**src/rtl/ps_pad_poll_scheduler.sv**
```systemverilog
// Two-pad DualShock poll sequencer over one shared full-duplex SPI byte engine.
// Latency: one slot per POLL_CYCLES; outputs change only in COMMIT, update_o visible the cycle after.
// Backpressure: waits on byte_done_i per byte (bounded by TIMEOUT); slots arriving while busy are skipped.
module ps_pad_poll_scheduler #(
  parameter int unsigned POLL_CYCLES = 337_500,
  parameter int unsigned SEL_SETUP   = 2_700,
  parameter int unsigned BYTE_GAP    = 1_350,
  parameter int unsigned TIMEOUT     = 21_600
) (
  input  logic        clk,
  input  logic        I_RSTn,
  input  logic        enable_i,
  output logic        byte_start_o,
  output logic [7:0]  byte_tx_o,
  input  logic        byte_done_i,
  input  logic [7:0]  byte_rx_i,
  output logic [1:0]  sel_n_o,
  output logic [15:0] pad0_btn_o,
  output logic [15:0] pad1_btn_o,
  output logic [31:0] pad0_ana_o,
  output logic [31:0] pad1_ana_o,
  output logic [1:0]  present_o,
  output logic        update_o,
  output logic        update_pad_o
);

  localparam int unsigned T_MAX1 = (SEL_SETUP > BYTE_GAP) ? SEL_SETUP : BYTE_GAP;
  localparam int unsigned T_MAX  = (TIMEOUT > T_MAX1) ? TIMEOUT : T_MAX1;
  localparam int TW = $clog2(T_MAX + 1);
  localparam int SW = $clog2(POLL_CYCLES);

  localparam logic [31:0] ANA_IDLE = 32'h80808080;

  typedef enum logic [2:0] {
    S_IDLE,
    S_SETUP,
    S_XFER,
    S_GAP,
    S_COMMIT,
    S_DESEL
  } state_t;

  state_t          state;
  logic [SW-1:0]   slot_cnt;
  logic            slot_wrap;
  logic [TW-1:0]   tmr;
  logic [3:0]      byte_idx;
  logic [1:0]      n_len;
  logic            cur_pad;
  logic            next_pad;
  logic            aborted;
  logic [8:0][7:0] shadow;

  logic            last_byte;
  logic            id_ok;
  logic            reply_ok;
  logic [15:0]     btn_new;
  logic [31:0]     ana_new;

  // Command byte for transfer index k: poll header then zero padding.
  function automatic logic [7:0] cmd_byte(input logic [3:0] idx);
    if (idx == 4'd0)      return 8'h01;
    else if (idx == 4'd1) return 8'h42;
    else                  return 8'h00;
  endfunction

  // Reply length in halfwords from the low ID nibble, clamped to 1..3.
  function automatic logic [1:0] len_decode(input logic [3:0] id_lo);
    if (id_lo == 4'd0)      return 2'd1;
    else if (id_lo > 4'd3)  return 2'd3;
    else                    return id_lo[1:0];
  endfunction

  assign slot_wrap = (slot_cnt == SW'(POLL_CYCLES - 1));
  // Index 1 never matches: the last index is 2+2N >= 4, so the stale n_len there is harmless.
  assign last_byte = (byte_idx == ({1'b0, n_len, 1'b0} + 4'd2));
  assign id_ok     = (shadow[1][7:4] == 4'h4) || (shadow[1][7:4] == 4'h5) ||
                     (shadow[1][7:4] == 4'h7);
  assign reply_ok  = !aborted && (shadow[2] == 8'h5A) && id_ok;
  assign btn_new   = reply_ok ? {shadow[4], shadow[3]} : 16'hFFFF;
  assign ana_new   = (reply_ok && (n_len == 2'd3)) ?
                     {shadow[8], shadow[7], shadow[6], shadow[5]} : ANA_IDLE;

  // Free-running poll slot counter.
  always_ff @(posedge clk or negedge I_RSTn) begin
    if (!I_RSTn) begin
      slot_cnt <= '0;
    end else if (slot_wrap) begin
      slot_cnt <= '0;
    end else begin
      slot_cnt <= slot_cnt + SW'(1);
    end
  end

  // Transaction sequencer: select, byte handshakes, shadow capture, atomic publish.
  always_ff @(posedge clk or negedge I_RSTn) begin
    if (!I_RSTn) begin
      state        <= S_IDLE;
      tmr          <= '0;
      byte_idx     <= '0;
      n_len        <= 2'd1;
      cur_pad      <= 1'b0;
      next_pad     <= 1'b0;
      aborted      <= 1'b0;
      shadow       <= '0;
      sel_n_o      <= 2'b11;
      byte_start_o <= 1'b0;
      byte_tx_o    <= 8'h00;
      pad0_btn_o   <= 16'hFFFF;
      pad1_btn_o   <= 16'hFFFF;
      pad0_ana_o   <= ANA_IDLE;
      pad1_ana_o   <= ANA_IDLE;
      present_o    <= 2'b00;
      update_o     <= 1'b0;
      update_pad_o <= 1'b0;
    end else begin
      byte_start_o <= 1'b0;
      update_o     <= 1'b0;
      case (state)
        S_IDLE: begin
          if (slot_wrap && enable_i) begin
            state    <= S_SETUP;
            cur_pad  <= next_pad;
            next_pad <= ~next_pad;
            sel_n_o  <= next_pad ? 2'b01 : 2'b10;
            tmr      <= '0;
            byte_idx <= '0;
            n_len    <= 2'd1;
            aborted  <= 1'b0;
          end
        end
        S_SETUP: begin
          if (tmr == TW'(SEL_SETUP - 1)) begin
            state        <= S_XFER;
            tmr          <= '0;
            byte_start_o <= 1'b1;
            byte_tx_o    <= cmd_byte(byte_idx);
          end else begin
            tmr <= tmr + TW'(1);
          end
        end
        S_XFER: begin
          // A done coinciding with our own start pulse cannot belong to this byte.
          if (byte_done_i && !byte_start_o) begin
            shadow[byte_idx] <= byte_rx_i;
            if (byte_idx == 4'd1) begin
              n_len <= len_decode(byte_rx_i[3:0]);
            end
            tmr <= '0;
            if (last_byte) begin
              state <= S_COMMIT;
            end else begin
              state    <= S_GAP;
              byte_idx <= byte_idx + 4'd1;
            end
          end else if (tmr == TW'(TIMEOUT)) begin
            aborted <= 1'b1;
            state   <= S_COMMIT;
          end else begin
            tmr <= tmr + TW'(1);
          end
        end
        S_GAP: begin
          if (tmr == TW'(BYTE_GAP - 1)) begin
            state        <= S_XFER;
            tmr          <= '0;
            byte_start_o <= 1'b1;
            byte_tx_o    <= cmd_byte(byte_idx);
          end else begin
            tmr <= tmr + TW'(1);
          end
        end
        S_COMMIT: begin
          if (cur_pad) begin
            pad1_btn_o   <= btn_new;
            pad1_ana_o   <= ana_new;
            present_o[1] <= reply_ok;
          end else begin
            pad0_btn_o   <= btn_new;
            pad0_ana_o   <= ana_new;
            present_o[0] <= reply_ok;
          end
          update_o     <= 1'b1;
          update_pad_o <= cur_pad;
          sel_n_o      <= 2'b11;
          tmr          <= '0;
          state        <= S_DESEL;
        end
        S_DESEL: begin
          if (tmr == TW'(BYTE_GAP - 1)) begin
            state <= S_IDLE;
            tmr   <= '0;
          end else begin
            tmr <= tmr + TW'(1);
          end
        end
        default: begin
          state   <= S_IDLE;
          sel_n_o <= 2'b11;
        end
      endcase
    end
  end

endmodule
```
**config.mk**
```make
export PLATFORM = sky130hd
export DESIGN_NAME = ps_pad_poll_scheduler
export DESIGN_NICKNAME = d
export VERILOG_FILES = /design/src/rtl/ps_pad_poll_scheduler.sv
export SDC_FILE = /design/constraint.sdc
export NUM_CORES = 1
export LEC_CHECK = 0
export CAP_MARGIN = 30
export CORE_AREA = 3 3 140 142
export CTS_BUF_LIST = sky130_fd_sc_hd__clkbuf_4
export DETAILED_ROUTE_END_ITERATION = 16
export DIE_AREA = 0 0 143 145
export PLACE_DENSITY = 0.83
export SLEW_MARGIN = 20
export SYNTH_ARGS = -nofsm -noshare
export SYNTH_HDL_FRONTEND = slang
export SYNTH_SLANG_ARGS = --single-unit
```
**constraint.sdc**
```tcl
create_clock -name clk -period 3.3 [get_ports clk]
set_input_delay 0.33 -clock clk [delete_from_list [all_inputs] [get_ports clk]]
set_output_delay 0.33 -clock clk [all_outputs]
set_load 0.05 [all_outputs]
```
==> impl_results.md, run 1 <==
* Syn Area/Cell at about 11 µm²
* First-pass GRT wire length at approximately 35000 µm
* DR vias at a little under 7000
* Placed cell count at roughly 1200
* Synth Register Bits at about 210
* Worst EP required at 2.97 ns
* Via/cell ratio at roughly 5.4
* Psw at 0.00110 W
* EDFF count, synth at 0
* GP Congestion at roughly 0.86
* RR Startpoint: state[1]
* Critical Path Fanout Max at 2
* R2R Setup Slk at 1.09 ns
* Async SR Flop Fraction at 1.00
* Clk_lat worst skew at approximately 0.67 ns
* CTS tree: built
* Post-synthesis xor/xnor area fraction at 0.0192
* Total die area at approximately 0.021 mm²
* DR pass1 iterations at 5
* Mux contribution to synthesized area at 0.0832
* Root Driver: clkbuf_4
* Reg2Reg Capture Point: pad1_ana_o[17]
* WP data arrival at 2.01 ns
* Area of the core at 0.0186 mm²
* Slew at the pin with the worst max-slew slack at roughly 0.75 ns
* Mapped cell area at just over 0.009 mm²
* Most frequent cells in the layout: dfrtp_1 (168), nand2_1 (153), clkdlybuf4s50_1 (116), o21ai_0 (109), clkbuf_4 (86)
* Crit path cell chain: clkdlybuf4s50_1
* Final cell count without fillers at 1262
* CP startpoint: pad0_btn_o[11]
* RSZ-0062 raised after global routing: false
* # diodes at 0
* Post-DP HPWL at 14100 µm
* Max clock buf depth at 3
* Synth Instances at roughly 840
* Tmin final at ~2.3 ns
* Power Density at around 430 mW/mm²
* Clock skew at approximately 0.054 ns
* Initial core utilization at 0.492
* Final Max Slew Viols at 0
* Routed len/inst at about 17 µm
* Initial antenna violation count at 0
* H-Tree Level Count at 2
* I/O pins at between 100 and 150
* Clk pwr share at 0.449
* Crit-path leading delay family: buffers and inverters
* Number of routed nets with antenna violations at 0
* Die Wd at approximately 140 µm
* Area Overhead vs Synth at 23.0%
* Final wirelength at between 20000 and 25000 µm
* GRT Overall Usage at 0.204
* TritonCTS Buffers at 52
* Largest family of logic cells by synthesized area: simple AND/OR/NAND/NOR gates
* Crit path kind: flip-flop to output pin
* CP Launch Type: flip-flop
* Vias in the first global route at 7056
* Cts repair resizes at 0
* FP Rows at 50
* Internal power at around 0.0038 W
* Fmax at ~430 MHz
* Nets at between 1000 and 1500
* Largest net degree at the start of global routing at between 90 and 100
* Library cells used by synthesis at between 60 and 70
* Commonest non-fill, non-tap cell in the layout: dfrtp_1
* Setup tns final at 0 ns
* Share of layout cells above drive strength 1 at 0.228
* Crit. End Element: output pin
* Synth Area in Adders at 0.0123
* Simple-Gate Fraction of Synth Area at 0.165
* Slew headroom at 0.500
* Flop pwr share at 0.531
* Status: finished, final reports clean
* Gr ovfl total at 0
* Max stage delay cell, worst path: clkdlybuf4s50_1
* Max_cap viols at 0
* Switch share at 0.225
* Setup WS pre-CTS at 1.00 ns
* Clk pin slew, worst setup/hold paths at 0.07 ns
* Worst VDD drop at 0.197 mV
* Top FF cell, synth: dfrtp_1
* Post-synthesis sequential area ratio at 0.584
* R2R cell count at 6
* Port-buffer cells at 117
* DRT iter0 DRCs at about 490
* Critical path buffers and inverters at 1
* Max incr delay on CP at 0.82 ns
* Leakage power at 5.07 nW
* Hold Violations, Final at 0
* Clk sink count at 211
* Final worst-path cycle share at 0.710
* Combinational Power Share at 0.021
* Final setup violation count at 0
* Worst setup margin at around 0.96 ns
* Residual DRC count at 0
* Die height at 145 µm
* Hold WS at around 0.31 ns
* Synth Area in Compound Gates at 0.102
* Ys Warns at 0
* Worst min path class: input port to asynchronous set/reset pin
logic make-up after synthesis:
kind of cell	count (synthesis)
fa+ha+maj	9
flops	211
xor+xnor	20
mux	68
other cells	1
buf+inv	69
simple gates	307
compound gates	159
how the worst max path moves through the flow:
stage | to | cells after the start
finish | pad0_btn_o[11] | 1
global route | sel_n_o[0] | 1
CTS | sel_n_o[0] | 1
detailed placement | shadow[36] | 6
global placement | shadow[55] | 6
floorplan | shadow[64] | 4
power groups by stage:
stage / combinational [W] / clock (W) / sequential, W
after global routing: 0.000113 / 0.00241 / 0.00259
after CTS: 0.000104 / 0.00225 / 0.00259
final: 0.000100 / 0.00219 / 0.00259
after global placement: 0.000100 / 0 / 0.00264
after floorplan: 0.0000221 / 0 / 0.00264
after detailed placement: 0.000102 / 0 / 0.00264
cell type report:
class	count	area [µm²]
clock buffers	86	646
clock inverters	10	45.0
fillers	1496	7350
inverters	22	82.6
multi-input cells	568	3510
flip-flops and latches	211	5330
well taps	234	293
repair buffers	131	1320
per-stage QoR:
step,total power [W],utilization,instance area (µm²)
final,0.00488,0.605,11200
after global routing,0.00511,0.605,11200
after CTS,0.00494,0.605,11200
after detailed placement,0.00274,0.567,10500
after global placement,0.00274,0.567,10500
after floorplan,0.00266,-,9150
cell usage after synthesis (4+ instances only):
cell type | instances | area, µm²
a21oi_1 | 6 | 30.0
a221oi_1 | 8 | 70.1
a31oi_1 | 4 | 25.0
and4_1 | 4 | 35.0
and4b_1 | 5 | 50.1
buf_2 | 15 | 75.1
buf_4 | 7 | 52.6
clkbuf_1 | 23 | 86.3
dfrtp_1 | 168 | 4200
dfstp_2 | 43 | 1130
ha_1 | 9 | 113
inv_1 | 22 | 82.6
mux2_2 | 60 | 676
mux2i_1 | 5 | 50.1
nand2_1 | 154 | 578
nand2_2 | 7 | 43.8
nand2b_1 | 7 | 43.8
nand3_1 | 20 | 100
nand4_1 | 6 | 37.5
nor2_1 | 49 | 184
nor2b_1 | 5 | 31.3
nor3_1 | 7 | 35.0
nor3b_1 | 4 | 30.0
nor4_1 | 7 | 43.8
o211ai_1 | 4 | 30.0
o21ai_0 | 109 | 546
o22ai_1 | 8 | 50.1
or3_1 | 4 | 25.0
xnor2_1 | 8 | 70.1
xor2_1 | 12 | 105
sequential cells by signal, indices dropped and copies added (netlist names):
name          flops
aborted           1
tmr              15
pad0_ana_o       32
pad1_btn_o       16
sel_n_o           2
update_pad_o      1
present_o         2
byte_tx_o         2
byte_start_o      1
slot_cnt         19
pad1_ana_o       32
pad0_btn_o       16
shadow           60
byte_idx          4
update_o          1
cur_pad           1
state             3
n_len             2
next_pad          1
per-layer routing:
metal	up-vias	global-route usage	wire length, µm
met5	-	0	0
met4	0	0.0642	356
met3	39	0.0458	1200
met2	224	0.333	10300
met1	3330	0.272	9040
li1	3227	-	-
what timing repair did:
| item | 4_1_cts | 5_1_grt |
|---|---|---|
| hold endpoints to repair | 82 | 0 |
| endpoints found under the setup margin | 0 | 0 |
| buffers inserted | 0 | 0 |
| hold buffers | 1 | 0 |
Power figures use the tool's default switching activity.
==> run 2, diff against run 1 <==
- PLACE_DENSITY: 0.83 -> 0.86
- clock period: 3.3 -> 2.1 ns (I/O delays scaled with it)
==> impl_results.md, run 2 (same netlist as run 1, synthesis figures left out) <==
* Status: finished, final reports clean
* Max clock buf depth at 3
* Power Density at ~660 mW/mm²
* Die Wd at about 140 µm
* Clk pin slew, worst setup/hold paths at 0.07 ns
* Via/cell ratio at roughly 5.5
* Post-DP HPWL at between 10000 and 15000 µm
* TritonCTS Buffers at 53
* Crit. End Element: flip-flop
* Total die area at 0.0207 mm²
* Final worst-path cycle share at 0.974
* Leakage power at slightly above 6 nW
* Register with the most flip-flops: shadow
* Fmax at approximately 500 MHz
* Crit path kind: flip-flop to flip-flop
* Clock skew at between 0.05 and 0.06 ns
* Slew at the pin with the worst max-slew slack at 0.539 ns
* Area Overhead vs Synth at 27.7%
* CTS tree: built
* R2R cell count at 5
* Max FFs per register at 60
* Final setup violation count at 0
* Share of layout cells above drive strength 1 at 0.259
* Clk sink count at about 210
* Critical Path Fanout Max at 9
* Slew headroom at 0.637
* Port-buffer cells at between 100 and 150
* Residual DRC count at 0
* Routed len/inst at approximately 16 µm
* GP Congestion at ~0.88
* RSZ-0062 raised after global routing: true
* Vias in the first global route at roughly 7100
* Clk_lat worst skew at 0.66 ns
* CP Launch Type: flip-flop
* WP data arrival at ~2.6 ns
* DR vias at slightly above 7000
* Final Max Slew Viols at 0
* Die height at approximately 150 µm
* DR pass1 iterations at 5
* First-pass GRT wire length at about 35000 µm
* FP Rows at 50
* Initial antenna violation count at 0
* Max_cap viols at 0
* Fin area at around 0.012 mm²
* Final wirelength at ~22000 µm
* Tot Pwr at between 0.007 and 0.008 W
* Hold Violations, Final at 0
* Worst EP required at around 2.6 ns
* Tmin final at around 2.0 ns
* # diodes at 0
* Area of the core at about 0.019 mm²
* Worst min path class: input port to asynchronous set/reset pin
* GRT Overall Usage at 0.207
* Number of routed nets with antenna violations at 0
* Gr ovfl total at 0
* Root Driver: clkbuf_4
* Post-DP Area at approximately 0.011 mm²
* I/O pins at between 100 and 150
* Worst VDD drop at between 0.3 and 0.4 mV
* Initial core utilization at 0.492
* DRT iter0 DRCs at 432
* Most frequent cells in the layout: dfrtp_1 (166), nand2_1 (153), o21ai_0 (108), clkbuf_4 (75), mux2_2 (60)
* Largest net degree at the start of global routing at 81
* Biggest regs: shadow x60, pad0_ana_o x32, pad1_ana_o x32
* H-Tree Level Count at 2
* Commonest non-fill, non-tap cell in the layout: dfrtp_1
* Nets at approximately 1100
-- run 2: worst max-delay path, stage by stage (launching register included) --
cell and delay (ns):
dfrtp_1 0.50, nor3b_4 0.29, nand2b_2 0.16, nor3b_4 0.40
nand2_2 0.22, mux2_1 0.35
-- run 2: final cells by class --
| cell class | count | area (µm²) |
|---|---|---|
| Clock inverter | 24 | 123 |
| Clock buffer | 75 | 563 |
| Sequential cell | 211 | 5340 |
| Timing Repair Buffer | 174 | 1690 |
| Multi-Input combinational cell | 568 | 3570 |
| Tap cell | 234 | 293 |
| Inverter | 22 | 82.6 |
| Fill cell | 1382 | 6920 |
-- run 2: stage by stage --
stage                     setup slack [ns]  hold slack, ns  std cells   util  TNS (ns)
after floorplan                      0.125         -0.0856        848      -         0
after global placement              0.0306           0.199       1204  0.584         0
final                               0.0541          0.0929       1308  0.628         0
after global routing               -0.0641          0.0631       1308  0.628    -0.800
after CTS                          0.00101          0.0432       1304  0.619         0
after detailed placement           0.00539           0.200       1204  0.584         0
-- run 2: worst paths after layout --
| path | startpoint | end | slack, ns |
|---|---|---|---|
| max reg2reg | state[0] | shadow[36] | 0.05 |
| min in group clk | byte_rx_i[7] | shadow[15] | 0.45 |
| max in group asynchronous | I_RSTn | pad0_btn_o[14] | 1.20 |
| max | state[0] | shadow[36] | 0.05 |
| min reg2reg | slot_cnt[0] | slot_cnt[0] | 0.46 |
| min | I_RSTn | pad1_ana_o[10] | 0.09 |
-- run 2: power by group --
part	leakage, nW	internal, W	switching (W)	total (W)
Clock	0.399	0.00178	0.00163	0.00341
Combinational	2.92	0.0000327	0.000130	0.000162
Sequential	2.75	0.00407	0	0.00407
-- run 2: metal layers --
layer,GRT usage,routed length [µm],up-vias
li1,-,-,3322
met1,0.273,9120,3539
met2,0.341,10600,262
met3,0.0498,1430,35
met4,0.0561,352,0
met5,0,0,-
-- run 2: repair_timing --
item / in CTS / in global routing
cloned: 0 / 0
hold endpoints to repair: 164 / 0
hold buffers: 1 / 0
buffers inserted: 0 / 4
pin swaps: 0 / 3
setup endpoints to repair: 55 / 86
resized for setup: 56 / 48
